`src/rtl/inst_fetch.sv`:
```
// Instruction-fetch stage: holds the PC, runs a single-outstanding imem request/grant/response
// handshake, and presents a registered {valid, pc, instruction} word to decode.
module inst_fetch #(
  parameter logic [31:0] RESET_PC = 32'h0000_0000
) (
  input  logic        clk,
  input  logic        rst_n,
  input  logic        stall,
  input  logic        redirect_valid,
  input  logic [31:0] redirect_pc,
  output logic        imem_req,
  output logic [31:0] imem_addr,
  input  logic        imem_gnt,
  input  logic        imem_rvalid,
  input  logic [31:0] imem_rdata,
  output logic        if_valid,
  output logic [31:0] if_pc,
  output logic [31:0] if_pc_plus4,
  output logic [31:0] if_instruction
);

  typedef enum logic [1:0] {FETCH, WAIT, DROP} state_t;

  state_t      state_reg, state_next;
  logic [31:0] pc_reg, pc_next;
  logic [31:0] req_pc_reg, req_pc_next;
  logic        valid_reg, valid_next;
  logic [31:0] out_pc_reg, out_pc_next;
  logic [31:0] instr_reg, instr_next;
  logic        req;

  // Only request when the output slot is free or drains on this edge, so a response never
  // lands on a live word.
  assign req = rst_n && (state_reg == FETCH) && !redirect_valid && (!valid_reg || !stall);

  always_comb begin
    state_next  = state_reg;
    pc_next     = pc_reg;
    req_pc_next = req_pc_reg;
    valid_next  = valid_reg;
    out_pc_next = out_pc_reg;
    instr_next  = instr_reg;

    if (redirect_valid) begin
      pc_next    = redirect_pc & ~32'h3;
      valid_next = 1'b0;
      // An outstanding request becomes stale unless its response retires it right now.
      if (state_reg != FETCH) begin
        state_next = imem_rvalid ? FETCH : DROP;
      end
    end else begin
      if (valid_reg && !stall) begin
        valid_next = 1'b0;
      end
      case (state_reg)
        FETCH: begin
          if (req && imem_gnt) begin
            req_pc_next = pc_reg;
            pc_next     = pc_reg + 32'd4;
            state_next  = WAIT;
          end
        end
        WAIT: begin
          if (imem_rvalid) begin
            valid_next  = 1'b1;
            out_pc_next = req_pc_reg;
            instr_next  = imem_rdata;
            state_next  = FETCH;
          end
        end
        DROP: begin
          if (imem_rvalid) begin
            state_next = FETCH;
          end
        end
        default: state_next = FETCH;
      endcase
    end
  end

  always_ff @(posedge clk or negedge rst_n) begin
    if (!rst_n) begin
      state_reg  <= FETCH;
      pc_reg     <= RESET_PC;
      req_pc_reg <= 32'h0;
      valid_reg  <= 1'b0;
      out_pc_reg <= 32'h0;
      instr_reg  <= 32'h0000_0000;
    end else begin
      state_reg  <= state_next;
      pc_reg     <= pc_next;
      req_pc_reg <= req_pc_next;
      valid_reg  <= valid_next;
      out_pc_reg <= out_pc_next;
      instr_reg  <= instr_next;
    end
  end

  assign imem_req       = req;
  assign imem_addr      = {pc_reg[31:2], 2'b00};
  assign if_valid       = valid_reg;
  assign if_pc          = out_pc_reg;
  assign if_pc_plus4    = out_pc_reg + 32'd4;
  assign if_instruction = instr_reg;

endmodule

```
`config.mk`:
```
export PLATFORM = sky130hd
export DESIGN_NAME = inst_fetch
export DESIGN_NICKNAME = d
export VERILOG_FILES = /design/src/rtl/inst_fetch.sv
export SDC_FILE = /design/constraint.sdc
export NUM_CORES = 1
export LEC_CHECK = 0
export ABC_AREA = 1
export BUFFER_PORTS_ARGS = -buffer_cell sky130_fd_sc_hd__buf_4
export CORE_ASPECT_RATIO = 1.2
export CORE_MARGIN = 5
export CORE_UTILIZATION = 56
export DETAILED_ROUTE_END_ITERATION = 10
export PLACE_DENSITY = 0.86
export SYNTH_ARGS = -nofsm -noshare
export SYNTH_HDL_FRONTEND = slang
export SYNTH_SLANG_ARGS = --single-unit
export TNS_END_PERCENT = 50
```
`constraint.sdc`:
```
create_clock -name clk -period 3.4 [get_ports clk]
set_input_delay 0.85 -clock clk [delete_from_list [all_inputs] [get_ports clk]]
set_output_delay 0.85 -clock clk [all_outputs]
set_load 0.05 [all_outputs]
```
=== Word level (Yosys, flattened, before mapping) ===
Cells that the tools add are included.

* Register bits: 131
* Input bits: 70
* Output and inout port bits: 130

* Add/sub/neg operators: 2
* Equality and inequality tests: 5
* Multiplexer cells: 13
* Bitwise operators: 1
* Reductions and logical operators: 18

{| class="wikitable"
|+ Operators with widths
! kind !! number
|-
| 2-to-1 mux 32 bit || 3
|-
| adder 32 x 3 -> 32 bit (second input constant) || 2
|-
| 2-to-1 mux 2 bit || 5
|-
| AND reduction 3 bit || 3
|-
| nonzero test 2 bit || 3
|-
| logical AND 1 bit || 5
|-
| 2-to-1 mux 1 bit || 4
|-
| case mux 2 bit (2 select lines) || 1
|-
| logical NOT 1 bit || 3
|-
| inequality test 3 x 1 -> 1 bit (second input constant) || 1
|-
| inequality test 3 x 2 -> 1 bit (second input constant) || 1
|-
| == test 2 x 1 -> 1 bit (second input constant) || 1
|-
| == test 2 bit (second input constant) || 1
|-
| logical NOT 2 bit || 1
|-
| inequality test 2 x 1 -> 1 bit (second input constant) || 1
|-
| AND reduction 2 bit || 1
|-
| OR reduction 2 bit || 1
|-
| logical OR 1 bit || 1
|-
| NOT 1 bit || 1
|}

=== Longest topological paths before layout ===
* Word-level depth: 8
* Depth in mapped cells: 10
* Mapped depth without buffers: 9

=== Worst setup path after synthesis ===
Ideal clock, no wire load.

* Path type: register -> output
* Start point: register out_pc_reg[2] (netlist: if_pc[2])
* End point: output if_pc_plus4[26]
* Arrival: 2.291 ns
* Data required time: 2.550 ns
* Slack: 0.259 ns
* Cell stages (with the launch flop): 8
* Path buffers: 0
* Cell sequence: dfrtp_1 -> ha_1 -> nand3_1 -> inv_1 -> nand2_1 -> inv_1 -> nand2_1 -> xnor2_1

* Cells in the longest elaborated chain, start to end: 1

{| class="wikitable"
|+ RTL lines
! item !! RTL line !! source
|-
| start, declared || 28 || <nowiki>logic [31:0] out_pc_reg, out_pc_next;</nowiki>
|-
| start signal, assigned || 94 || <nowiki>out_pc_reg <= out_pc_next;</nowiki>
|-
| adder 32 x 3 -> 32 bit || 103 || <nowiki>assign if_pc_plus4 = out_pc_reg + 32'd4;</nowiki>
|-
| end, declared || 18 || <nowiki>output logic [31:0] if_pc_plus4,</nowiki>
|}

No other way between the ends.

=== Final worst setup path ===
* Start point: register out_pc_reg[2] (netlist: if_pc[2])
* End point: output if_pc_plus4[18]

Same word-level chain as after synthesis.

==> impl_metrics.csv <==
group,metric,value,unit
clock_network,cts.path.max_buffers,2,
clock_network,cts_root_buffer,"clkbuf_16",
clock_network,postCtsHoldBufs,0,
synthesis,synth_commonest_cells,"232 x nand2_1, 125 x dfrtp_1, 78 x inv_1, 73 x nor2_1, 57 x nand3_1",
global_route,track_usage,0.266,
synthesis,synth_compound_area_frac,0.0571,
global_route,overflow,0,
hold_path,hold_path.class,"primary input to asynchronous set/reset pin",
synthesis,avgSynthCellArea,8.42,µm²
critical_path,critPathMaxFanout,5,
global_route,grt_pass1_vias,5919,
clock_network,numCtsBuffers,17,
critical_path,rrSetupSlack,1.49,ns
synthesis,synthArstFlopShare,1.00,
synthesis,synth_top_family_by_area,"simple AND/OR/NAND/NOR gates",
synthesis,synth_adder_area_share,0.00747,
placement,place.gp.congestion,0.969,
detailed_routing,detail_route.vias_per_cell,5.27,
placement,hpwl,13.2,mm
synthesis,ys_top_cells_by_area,"dfrtp_1 47%, nand2_1 13%, mux2_4 5.6%",
detailed_routing,vias,6097,
final_layout,nets,1061,
clock_network,ctsResizeCount,0,
pwr,leakagePower,0.00454,µW
critical_path,ff2ff_path_depth,10,
clock_network,cts.sinks,125,
detailed_routing,drc,0,
final_layout,drive_gt1_frac,0.305,
outcome,outcome,"complete, no violations",
final_layout,largest_register_ffs,32,
flow_run,maxCapViolCount,0,
floorplan,start_util,0.574,
synthesis,synth_simple_gate_area_frac,0.270,
critical_path,worst-path-buf-inv,2,
floorplan,dieArea,14300,µm²
clock_network,cts_tree,"built",
synthesis,yosysSeqAreaShare,0.467,
synthesis,netlist_instances,796,
final_layout,insertedDiodeCount,0,
global_route,grt_pass1_wl,29.2,mm
global_route,antenna_found_initial,0,
synthesis,synth.distinct_cells,32,
sta,period_minus_slack,3.05,ns
clock_network,clk_latency,0.41,ns
clock_network,cts_max_level,4,
final_layout,num-fill-cells,813,
floorplan,io_pins,200,
critical_path,crit_type,"register to output pin",
synthesis,yosys_warnings,0,
synthesis,synth_largest_area_cell,"dfrtp_1",
sta,hold_violations,0,
sta,fin_skew,0.00881,ns
synthesis,synth_enable_flop_cells,0,
pwr,power.density,1020,nW/µm²
floorplan,die_y,130,µm
critical_path,worstSetupEndpointType,"output pin",
clock_network,clk_pin_slew,0.06,ns
final_layout,multi_input_area,3110,µm²
critical_path,r2r-end,"state_reg[0]$_DFFE_PN0P_",
sta,grt_setup_unrepaired,"no",
sta,setup_slack,0.351,ns
sta,maxSlewViolCount,0,
critical_path,critical_path.cell_chain,"ha_1 -> nand3_1 -> inv_1 -> nand2_1 -> nor2_1 -> xor2_1 -> buf_4",
detailed_routing,first_iter_violations,362,
floorplan,die_width,110,µm
detailed_routing,avgRoutedWirePerCell,16.0,µm
synthesis,netlist_area,6700,µm²
critical_path,cp_slowest_cell,"dfrtp_1",
critical_path,crit_required,2.55,ns
placement,portBuffers,191,
synthesis,synthXorXnorAreaFrac,0.0274,
detailed_routing,dr.pass1.iters,5,
critical_path,arrival,2.20,ns
placement,dp_worst_setup_slack,0.864,ns
detailed_routing,antenna_left,0,
pwr,ir_drop,0.000609,V
detailed_routing,routed_wl,18.5,mm
floorplan,rows,43,
sta,tns,0,ns
final_layout,area_growth_syn_to_layout,32.8,%
sta,min_period_over_period,0.897,
critical_path,crit_family,"simple AND/OR/NAND/NOR gates",
sta,clock.fmax,328,MHz
clock_network,postCtsSetupRepairBufs,0,
critical_path,r2r-start,"state_reg[0]$_DFFE_PN0P_",
final_layout,layout.area.seq,3130,µm²
global_route,grt_max_degree,78,
critical_path,worstSetupStartpointType,"register",
sta,final-setup-viol-count,0,
synthesis,ys_ff_latch,125,
synthesis,synthMuxAreaShare,0.0980,
synthesis,synth_flop_cell,"dfrtp_1",
sta,maxSlewHeadroom,0.531,
critical_path,max_stage_delay,0.43,ns
floorplan,core-area,11700,µm²
synthesis,yosysMostFrequentCell,"nand2_1",
sta,tightest_slew,0.703,ns
synthesis,synth_top_area_share,0.467,
==> worst max path at each step <==
stage	startpoint	depth (start not counted)	to
6_report	if_pc[2]$_DFFE_PN0P_	7	if_pc_plus4[18]
4_1_cts	if_pc[2]$_DFFE_PN0P_	7	if_pc_plus4[18]
5_1_grt	if_pc[2]$_DFFE_PN0P_	7	if_pc_plus4[18]
3_3_place_gp	if_pc[2]$_DFFE_PN0P_	7	if_pc_plus4[18]
2_1_floorplan	if_pc[2]$_DFFE_PN0P_	7	if_pc_plus4[26]
3_5_place_dp	if_pc[2]$_DFFE_PN0P_	7	if_pc_plus4[18]
==> stage by stage <==
stage | std cells | util | hold slack [ns] | power [µW] | instance area, µm²
after CTS | 1157 | 0.762 | 0.353 | 9140 | 8900
after floorplan | 801 | - | 0.442 | 5630 | 6720
after detailed placement | 1125 | 0.704 | 0.469 | 7040 | 8220
final | 1157 | 0.762 | 0.355 | 9110 | 8900
after global placement | 1125 | 0.704 | 0.456 | 6940 | 8220
after global routing | 1157 | 0.762 | 0.371 | 9500 | 8900
==> power by group <==
group / total (µW) / internal [µW] / switching (µW)
clock: 2040 / 1400 / 637
combinational: 4430 / 1400 / 3020
sequential: 2650 / 2070 / 585
==> final cells by class <==
| type | count | share of cell area |
|---|---|---|
| clock inverter | 9 | 0.0202 |
| tap | 157 | 0.0221 |
| sequential | 125 | 0.351 |
| clock buffer | 23 | 0.0559 |
| timing repair buffer | 197 | 0.168 |
| multi-input combinational | 567 | 0.349 |
| inverter | 79 | 0.0333 |
==> layer usage <==
layer | track usage | vias up | wire length [µm]
li1 | - | 2928 | -
met1 | 0.323 | 2885 | 7030
met2 | 0.460 | 246 | 9610
met3 | 0.0539 | 38 | 1450
met4 | 0.106 | 0 | 437
met5 | 0 | - | 0
==> cell families (layout without fill, tap and decap cells) <==
| family | Yosys count | after routing |
|---|---|---|
| other | 1 | 6 |
| AO/OA/AOI/OAI | 73 | 73 |
| flip-flops | 125 | 125 |
| buffers and inverters | 109 | 308 |
| multiplexers | 50 | 50 |
| XOR/XNOR | 21 | 21 |
| AND/OR/NAND/NOR | 413 | 413 |
| adder cells (fa/ha/maj) | 4 | 4 |
==> worst register-to-register path: stages (launching register included) <==
cell and delay [ns]:
dfrtp_1 0.37, inv_1 0.05, ha_1 0.21, nand2_1 0.08, nor2_2 0.04, nand3_2 0.09
buf_4 0.55, nand2_1 0.17, nand2_1 0.14, nand2_1 0.06, o21ai_1 0.08
==> cell usage in the layout, fill, tap and decap left out, types with 2 or more instances in the layout <==
cell type / count
inv_1: 78
conb_1: 6
clkinvlp_4: 4
nand3_1: 57
buf_4: 196
nor2_4: 4
mux2_2: 25
nand3b_1: 13
nand3_2: 2
xor2_1: 14
mux2_4: 25
nand2_2: 3
nor2_1: 73
nand2_1: 232
nor2_2: 11
o21ai_0: 48
clkbuf_8: 5
clkbuf_16: 17
bufinv_16: 5
a21oi_1: 15
dfrtp_1: 125
nor3_2: 3
xnor2_1: 7
o211ai_1: 7
ha_1: 4
nand4_1: 3
o21ai_1: 3
and2_1: 2
nor3_1: 6
Power figures use the tool's default switching activity.
